==> src/rtl/seg_scan_capture.sv <==
// Recovers the hex value shown on each digit of a multiplexed 4-digit seven-segment display.
// Optional macro STALE_TIMEOUT_EN adds per-digit staleness timers that drop digit_vld.
module seg_scan_capture #(
    parameter int SETTLE_CYCLES = 16,
    parameter int STALE_WIDTH   = 20
) (
    input  logic       clk,
    input  logic       rst_n,
    input  logic [6:0] seg,
    input  logic [3:0] an,
    output logic [3:0] digit_a,
    output logic [3:0] digit_b,
    output logic [3:0] digit_c,
    output logic [3:0] digit_d,
    output logic [3:0] digit_vld,
    output logic [3:0] dec_err,
    output logic       conflict,
    output logic       upd_stb
);

    typedef enum logic [1:0] {S_IDLE, S_SETTLE, S_LOCKED, S_CONFLICT} state_t;

    localparam logic [7:0] L_SETTLE  = 8'(SETTLE_CYCLES);
    localparam logic [7:0] L_LOCK_AT = 8'(SETTLE_CYCLES - 1);

    // Returns {legal, value}; anything outside the sixteen glyphs is illegal.
    function automatic logic [4:0] f_decode(input logic [6:0] s);
        logic [4:0] r;
        case (s)
            7'h40:   r = 5'h10;
            7'h79:   r = 5'h11;
            7'h24:   r = 5'h12;
            7'h30:   r = 5'h13;
            7'h19:   r = 5'h14;
            7'h12:   r = 5'h15;
            7'h02:   r = 5'h16;
            7'h78:   r = 5'h17;
            7'h00:   r = 5'h18;
            7'h10:   r = 5'h19;
            7'h08:   r = 5'h1A;
            7'h03:   r = 5'h1B;
            7'h46:   r = 5'h1C;
            7'h21:   r = 5'h1D;
            7'h06:   r = 5'h1E;
            7'h0E:   r = 5'h1F;
            default: r = 5'h00;
        endcase
        return r;
    endfunction

    logic [6:0]  r_seg_p0, r_seg_p1;
    logic [3:0]  r_an_p0, r_an_p1;
    logic [10:0] r_prev;
    logic [7:0]  r_cnt;
    state_t      r_state;
    logic [3:0]  r_digit [4];
    logic [3:0]  r_vld;
    logic [3:0]  r_err;
    logic        r_conflict;
    logic        r_stb;

    logic [10:0] w_cur;
    logic [3:0]  w_low;
    logic [2:0]  w_low_cnt;
    logic [1:0]  w_idx;
    logic        w_changed;
    logic [7:0]  w_cnt_nxt;
    state_t      w_state_nxt;
    logic        w_capture;
    logic [4:0]  w_dec;

    // Stage p0/p1: two-flop synchronizers, then change detection against the previous sample.
    always_ff @(posedge clk or negedge rst_n) begin
        if (!rst_n) begin
            r_seg_p0 <= '0;
            r_seg_p1 <= '0;
            r_an_p0  <= '0;
            r_an_p1  <= '0;
            r_prev   <= '0;
            r_cnt    <= '0;
            r_state  <= S_IDLE;
        end else begin
            r_seg_p0 <= seg;
            r_seg_p1 <= r_seg_p0;
            r_an_p0  <= an;
            r_an_p1  <= r_an_p0;
            r_prev   <= w_cur;
            r_cnt    <= w_cnt_nxt;
            r_state  <= w_state_nxt;
        end
    end

    always_comb begin
        w_cur       = {r_an_p1, r_seg_p1};
        w_low       = ~r_an_p1;
        w_low_cnt   = {2'b00, w_low[0]} + {2'b00, w_low[1]} + {2'b00, w_low[2]} + {2'b00, w_low[3]};
        w_idx       = 2'd0;
        w_changed   = (w_cur != r_prev);
        w_cnt_nxt   = r_cnt;
        w_state_nxt = r_state;
        w_capture   = 1'b0;
        w_dec       = f_decode(r_seg_p1);

        if (w_low[3])      w_idx = 2'd3;
        else if (w_low[2]) w_idx = 2'd2;
        else if (w_low[1]) w_idx = 2'd1;

        if (w_changed)               w_cnt_nxt = '0;
        else if (r_cnt != L_SETTLE)  w_cnt_nxt = r_cnt + 8'd1;

        // The capture fires on the edge where the counter would reach SETTLE_CYCLES-1,
        // which lands SETTLE_CYCLES edges after the first stable synchronized sample.
        if (w_changed) begin
            if (w_low_cnt == 3'd0)      w_state_nxt = S_IDLE;
            else if (w_low_cnt == 3'd1) w_state_nxt = S_SETTLE;
            else                        w_state_nxt = S_CONFLICT;
        end else if (r_state == S_SETTLE && w_cnt_nxt == L_LOCK_AT) begin
            w_state_nxt = S_LOCKED;
            w_capture   = 1'b1;
        end
    end

`ifdef STALE_TIMEOUT_EN
    logic [STALE_WIDTH-1:0] r_stale [4];
`else
    logic w_unused_stale;
    assign w_unused_stale = ^STALE_WIDTH;
`endif

    // Stage p2: capture registers and flags.
    always_ff @(posedge clk or negedge rst_n) begin
        if (!rst_n) begin
            for (int i = 0; i < 4; i++) begin
                r_digit[i] <= '0;
`ifdef STALE_TIMEOUT_EN
                r_stale[i] <= '0;
`endif
            end
            r_vld      <= '0;
            r_err      <= '0;
            r_conflict <= 1'b0;
            r_stb      <= 1'b0;
        end else begin
            r_stb      <= w_capture;
            r_conflict <= (w_state_nxt == S_CONFLICT) && (w_cnt_nxt >= L_LOCK_AT);
            for (int i = 0; i < 4; i++) begin
                if (w_capture && (w_idx == 2'(i))) begin
                    if (w_dec[4]) begin
                        r_digit[i] <= w_dec[3:0];
                        r_err[i]   <= 1'b0;
                        r_vld[i]   <= 1'b1;
                    end else begin
                        r_err[i]   <= 1'b1;
                        r_vld[i]   <= 1'b0;
                    end
`ifdef STALE_TIMEOUT_EN
                    r_stale[i] <= '0;
                end else begin
                    r_stale[i] <= r_stale[i] + STALE_WIDTH'(1);
                    if (r_stale[i] == '1) r_vld[i] <= 1'b0;
`endif
                end
            end
        end
    end

    assign digit_a   = r_digit[0];
    assign digit_b   = r_digit[1];
    assign digit_c   = r_digit[2];
    assign digit_d   = r_digit[3];
    assign digit_vld = r_vld;
    assign dec_err   = r_err;
    assign conflict  = r_conflict;
    assign upd_stb   = r_stb;

endmodule

==> config.mk <==
export PLATFORM = sky130hd
export DESIGN_NAME = seg_scan_capture
export DESIGN_NICKNAME = d
export VERILOG_FILES = /design/src/rtl/seg_scan_capture.sv
export SDC_FILE = /design/constraint.sdc
export NUM_CORES = 1
export LEC_CHECK = 0
export BUFFER_PORTS_ARGS = -buffer_cell sky130_fd_sc_hd__clkbuf_2
export CORE_ASPECT_RATIO = 1.1
export CORE_MARGIN = 2
export CORE_UTILIZATION = 55
export CTS_BUF_LIST = sky130_fd_sc_hd__clkbuf_8
export CTS_CLUSTER_DIAMETER = 40
export DETAILED_ROUTE_END_ITERATION = 8
export GPL_TIMING_DRIVEN = 0
export PLACE_DENSITY = 0.77
export SLEW_MARGIN = 25
export SYNTH_ARGS = -nofsm -noshare
export SYNTH_HDL_FRONTEND = slang
export SYNTH_SLANG_ARGS = --single-unit
==> constraint.sdc <==
create_clock -name clk -period 3.6 [get_ports clk]
set_clock_uncertainty 0.1 [all_clocks]
set_input_delay 0.72 -clock clk [delete_from_list [all_inputs] [get_ports clk]]
set_output_delay 0.72 -clock clk [all_outputs]
set_load 0.03 [all_outputs]
* Word-level counts from Yosys, hierarchy flattened *
Index checks and enable logic that the tools add are counted.

word-level totals
  register bits = 69
  output and inout bits = 26
  word-level logic and storage cells = 78

operators by class
  equal/unequal tests = 24
  bitwise logic cells = 1
  mux-type cells = 14
  add/sub/neg operators = 4
  order comparisons = 1
  reduce and logical (&&, ||, !) cells = 13

operators with widths
  operator                                                                 count
  5-bit one-hot mux with 16 select lines                                   1
  7-bit == test, second input constant                                     4
  7-bit by 5-bit == test with 1-bit output, second input constant          3
  7-bit by 6-bit == test with 1-bit output, second input constant          3
  8-bit two-way mux                                                        2
  7-bit by 2-bit == test with 1-bit output, second input constant          2
  7-bit by 4-bit == test with 1-bit output, second input constant          2
  2-bit two-way mux                                                        6
  11-bit inequality test                                                   1
  8-bit by 1-bit adder with 8-bit output, second input constant            1
  8-bit by 4-bit == test with 1-bit output, second input constant          1
  8-bit by 4-bit >= comparator with 1-bit output, second input constant    1
  8-bit by 5-bit inequality test with 1-bit output, second input constant  1
  2-bit AND reduction                                                      4
  7-bit by 3-bit == test with 1-bit output, second input constant          1
  7-bit logical NOT                                                        1
  2-bit == test, second input constant                                     3
  1-bit logical AND                                                        6
  1-bit two-way mux                                                        5
  2-bit by 1-bit == test with 1-bit output, second input constant          2
  4-bit inverter                                                           1
  2-bit by 1-bit adder with 3-bit output                                   1
  3-bit by 1-bit adder with 3-bit output                                   1
  3-bit by 1-bit == test with 1-bit output, second input constant          1
  other kinds (3)                                                          3

* Longest topological paths before layout *
  word-level depth = 10
  gate-level depth with buffers = 8

* Least setup slack after synthesis *
Ideal clock, no wire load.

  kind = register to register
  from = reg r_cnt[0]
  to = reg r_digit, in the netlist digit_b[0]
  cell stages (with the launch flop) = 9
  data arrival time = 2.577 ns
  required time = 3.372 ns
  setup slack = 0.796 ns
  path through = dfrtp_1 inv_1 ha_1 nand3b_1 or4b_4 or4_4 nor4_2 nand2_2 mux2_1

between the ends
  longest elaborated chain between the ends = 9
  elaborated cells between the ends (all ways) = 10
  classes of those cells = add/sub: 1; eq/ne: 2; mux: 4; reduce/logical: 3

RTL lines
  what                                                                                                               RTL line  source
  from (decl)                                                                                                        54        logic [7:0] r_cnt;
  from (signal assigned)                                                                                             88        r_cnt <= w_cnt_nxt;
  8-bit by 1-bit adder with 8-bit output / 8-bit by 5-bit inequality test with 1-bit output (equally long branches)  109       else if (r_cnt != L_SETTLE) w_cnt_nxt = r_cnt + 8'd1;
  8-bit two-way mux (*)                                                                                              109
  8-bit two-way mux (*)                                                                                              108       if (w_changed) w_cnt_nxt = '0;
  8-bit by 4-bit == test with 1-bit output (*)                                                                       117       end else if (r_state == S_SETTLE && w_cnt_nxt == L_LOCK_AT) begin
  1-bit logical AND (*)                                                                                              117
  1-bit two-way mux (*)                                                                                              117
  1-bit two-way mux (*)                                                                                              113       if (w_changed) begin
  1-bit logical AND (*)                                                                                              147       if (w_capture && (w_idx == 2'(i))) begin
  2-bit AND reduction (no line) (*)                                                                                  n/a
  to (signal, indexed assignment)                                                                                    149       r_digit[i] <= w_dec[3:0];
  to (decl)                                                                                                          56        logic [3:0] r_digit [4];

Every way passes the cells marked *; elsewhere a longest branch is shown, timed or not.
A chain may end at the register's enable or synchronous reset.

* Final worst setup path *
  from = reg r_cnt[0]
  to = reg r_digit, in the netlist digit_b[2]

The elaborated chain is that of the path after synthesis.

==> flow_results.org <==
** Status
- Result of the run :: completed

** Cells and area
- The multi-input combinational cells in the finished layout cover a total of 1130 sq um.
- Relative to the synthesized area, the layout overhead comes to 15.9%.
- Fraction of final layout cells sized beyond drive strength 1 :: 26.3%
- # nets final :: 308
- Cells fill 67.0% of the core in the end.
- Fill cells :: 408
- Final antenna diode count :: 0
- Footprint of the flip-flops and latches :: 1730 sq um

** Routing
- Average wire per standard cell :: 15.3 microns
- Wires add up to 5.38 mm.
- Once detail routing completed, the nets flagged for antenna violations numbered 0.
- First-pass detailed-route iteration total :: 4
- DRC :: 0
- The routed layout has 1944 vias.
- For this block, the initial DRC count from the detailed router was 134.
- After detailed routing, the number of vias per cell comes to 5.54.

** Critical path
- In this run the worst path has a maximum fanout of 6.
- STA classifies the critical path startpoint as a flip-flop.
- Critical path data required time :: 3.71 ns
- The worst setup path is captured at a flip-flop.
- Start-to-end type of the worst setup path :: flip-flop to flip-flop
- Crit path arrival time :: 3.20 ns

** Place
- At the end of routability-driven placement, the weighted congestion stood at 0.872.
- Buffers placed on the I/O ports in this run total 38.
- After legalization and detailed placement, the total HPWL measured 3.87 mm.

** Floorplan
- The floorplan step defined a die boundary enclosing 5920 sq um.
- Die width :: 73.6 microns
- Once the floorplan was initialized, standard cells occupied 57.8% of the core.
- For this design the top-level I/O count stands at 39.
- Measured along the y axis, the die boundary spans 80.5 microns.
- The floorplan step defined a core boundary enclosing 5070 sq um.
- Core Rows :: 27

** Clock network
- Buffers inserted by post-CTS timing repair :: 0
- Number of buffers between clock root and the deepest sink :: 2
- Clk Tree Root Cell :: sky130_fd_sc_hd__clkbuf_8
- Clock latency on the worst-skew pair :: 0.34 ns
- After clock tree synthesis, the repair step resized 0 gates.
- Clock tree synthesis inserted a total of 9 buffers.
- Clock tree from TritonCTS :: built
- For this design, the sink count on the clock tree is 69.
- Clock transition at the registers of the reported paths :: 0.06 ns
- H-tree depth reported by CTS :: 3
- Hold Buf Count CTS :: 0

** Logic synthesis
- Cell variety after synth :: 50
- The synthesized netlist devotes 7.39% of its cell area to compound gates.
- After synthesis, the largest family of logic cells by area is simple AND/OR/NAND/NOR gates.
- Of all flip-flops after synthesis, the portion carrying an async set or reset was 100%.
- Net count after synthesis :: 258
- Primary flip-flop cell chosen by synthesis mapping :: sky130_fd_sc_hd__dfrtp_1
- Xor-xnor portion of the synthesized cell area :: 5.68%
- After Yosys synthesis, full adders, half adders and majority gates account for 2.39% of the synthesized area.
- For this run, the register share of the synthesized area comes to 59.0%.
- In this run the cell area of the synthesized design comes to 2930 sq um.
- Number of enable-type register cells in the synthesized netlist :: 0
- The portion of synthesized area spent on multiplexers is 6.84%.
- Each instance of the synthesized netlist takes up on average 12.2 sq um.
- The cell count after synthesis came out at 240.
- Area fraction in and, or, nand and nor cells after synthesis :: 16.3%
- For this run, the number of Yosys warnings is 0.
- The synthesized design contains 69 register bits.

** Timing
- In this run the tightest slew margin relative to its limit is 55.3%.
- The worst path uses 85.8% of the clock period.
- The number of failing hold endpoints at the final stage is 0.
- Setup repair after global routing left no endpoint under its margin.
- Highest clock frequency the design can meet :: 324 MHz
- Setup violations remaining at the end of the flow were counted as 0.
- For the final routed database, the setup TNS stands at 0 ns.
- Slew at the pin closest to its max-slew limit :: 0.665 ns
- Pins over their slew limit :: 0
- Min Clock Period, post-route :: 3.09 ns

** Global route
- Initial antenna violation count :: 0
- The first global-routing pass estimated 9.24 mm of wire.
- All-layer global routing usage :: 21.1%
- Entering global routing, the biggest net connects 37 pins.
- After global routing the overflow that remains totals 0.
- Via count of the first global-routing pass :: 1958

** Run
- Number of violations of the max-capacitance limit :: 0

** Power
- In this run the static leakage power is 1.60 nW.
- VDD sags by at most 0.329 mV.
- Power density cells :: 439 nW/um^2
- The design draws 0.00149 W.

** Min path
- HP Class :: flip-flop to flip-flop
==> through the flow <==
stage	cells	cell area (sq um)	hold slack (ns)	worst slack (ns)
after floorplan	240	2930	0.231	0.796
after global placement	336	3190	0.232	0.531
after detailed placement	337	3210	0.236	0.512
after CTS	351	3390	0.250	0.499
after global routing	351	3390	0.257	0.259
final	351	3390	0.248	0.513
==> cells in the final DEF, fill, tap and decap left out, drive strengths merged, types with 2 or more instances in the layout <==
cell type / instances
or3: 4
nand2: 12
xor2: 4
a21oi: 5
nor4: 7
inv: 10
dfrtp: 69
nor2: 23
nor2b: 4
xnor2: 15
ha: 4
clkbuf: 54
nand2b: 6
nand3: 6
a21o: 5
mux2: 16
nand4: 5
nor3: 8
a32oi: 2
o21ai: 6
mux2i: 2
buf: 4
==> path summary, 6_finish.rpt <==
check	start	cells after the start	slack, ns	endpoint
min in group asynchronous	rst_n	1	0.26	r_prev[8]
min	r_an_p0[3]	0	0.25	r_an_p1[3]
min reg2reg	r_an_p0[3]	0	0.25	r_an_p1[3]
max reg2reg	r_cnt[0]	8	0.51	digit_b[2]
max	r_cnt[0]	8	0.51	digit_b[2]
max in group asynchronous	rst_n	2	2.60	digit_d[2]
==> power breakdown <==
| group | internal [W] | switching [W] |
|---|---|---|
| Clock | 0.000325 | 0.000258 |
| Sequential | 0.000798 | 0.0000156 |
| Combinational | 0.0000376 | 0.0000561 |
| Total | 0.00116 | 0.000330 |
==> critical path, stage by stage, from the launching register on <==
cell                       delay [ns]
sky130_fd_sc_hd__dfrtp_1         0.44
sky130_fd_sc_hd__inv_1           0.10
sky130_fd_sc_hd__ha_1            0.30
sky130_fd_sc_hd__nand3b_1        0.10
sky130_fd_sc_hd__or4b_4          0.54
sky130_fd_sc_hd__or4_4           0.47
sky130_fd_sc_hd__nor4_2          0.39
sky130_fd_sc_hd__nand2_2         0.18
sky130_fd_sc_hd__mux2_1          0.34
==> metal layers <==
metal	GRT usage (%)	part of all wire (%)	up-vias
met3	7.03	4.8	13
met5	0	0	-
met2	31.9	49	52
met4	7.45	2.1	0
met1	28.5	44	938
li1	-	-	941
==> Yosys cell counts, types with 2 or more instances <==
| library cell | count | area, sq um |
|---|---|---|
| sky130_fd_sc_hd__nand2_2 | 2 | 12.5 |
| sky130_fd_sc_hd__nand3_1 | 6 | 30.0 |
| sky130_fd_sc_hd__nand2b_1 | 6 | 37.5 |
| sky130_fd_sc_hd__nand2_1 | 10 | 37.5 |
| sky130_fd_sc_hd__xnor2_1 | 15 | 131 |
| sky130_fd_sc_hd__mux2_2 | 10 | 113 |
| sky130_fd_sc_hd__nand4_1 | 5 | 31.3 |
| sky130_fd_sc_hd__nor2b_1 | 4 | 25.0 |
| sky130_fd_sc_hd__mux2_1 | 6 | 67.6 |
| sky130_fd_sc_hd__nor3_1 | 7 | 35.0 |
| sky130_fd_sc_hd__nor4_1 | 6 | 37.5 |
| sky130_fd_sc_hd__buf_2 | 2 | 10.0 |
| sky130_fd_sc_hd__or3_1 | 3 | 18.8 |
| sky130_fd_sc_hd__nor2_1 | 23 | 86.3 |
| sky130_fd_sc_hd__dfrtp_1 | 69 | 1730 |
| sky130_fd_sc_hd__a21o_1 | 4 | 30.0 |
| sky130_fd_sc_hd__xor2_1 | 4 | 35.0 |
| sky130_fd_sc_hd__inv_1 | 8 | 30.0 |
| sky130_fd_sc_hd__a21oi_1 | 5 | 25.0 |
| sky130_fd_sc_hd__clkbuf_1 | 6 | 22.5 |
| sky130_fd_sc_hd__mux2i_1 | 2 | 20.0 |
| sky130_fd_sc_hd__o21ai_0 | 6 | 30.0 |
| sky130_fd_sc_hd__ha_1 | 4 | 50.1 |
==> kinds of logic (layout without fill, tap and decap cells) <==
group,Yosys count,count (layout)
AND/OR/NAND/NOR,83,83
XOR/XNOR,19,19
AO/OA/AOI/OAI,29,29
flip-flops,69,69
multiplexers,18,18
adder cells (fa/ha/maj),5,5
buffers and inverters,17,70
==> sequential cells by signal, indices dropped and copies added (netlist names), 7 cells and up <==
signal	flops
r_seg_p1	7
r_prev	11
r_seg_p0	7
r_cnt	8
==> final cells by class <==
type	instances	share of cell area (%)
plain buffers	9	1.18
clock buffers	10	4.06
clock inverters	4	1.25
inverters	8	0.885
multi-input cells	154	33.3
flip-flops and latches	69	50.9
well taps	58	2.14
repair buffers	39	6.27
Note: power is estimated with default switching activity, not from simulation.
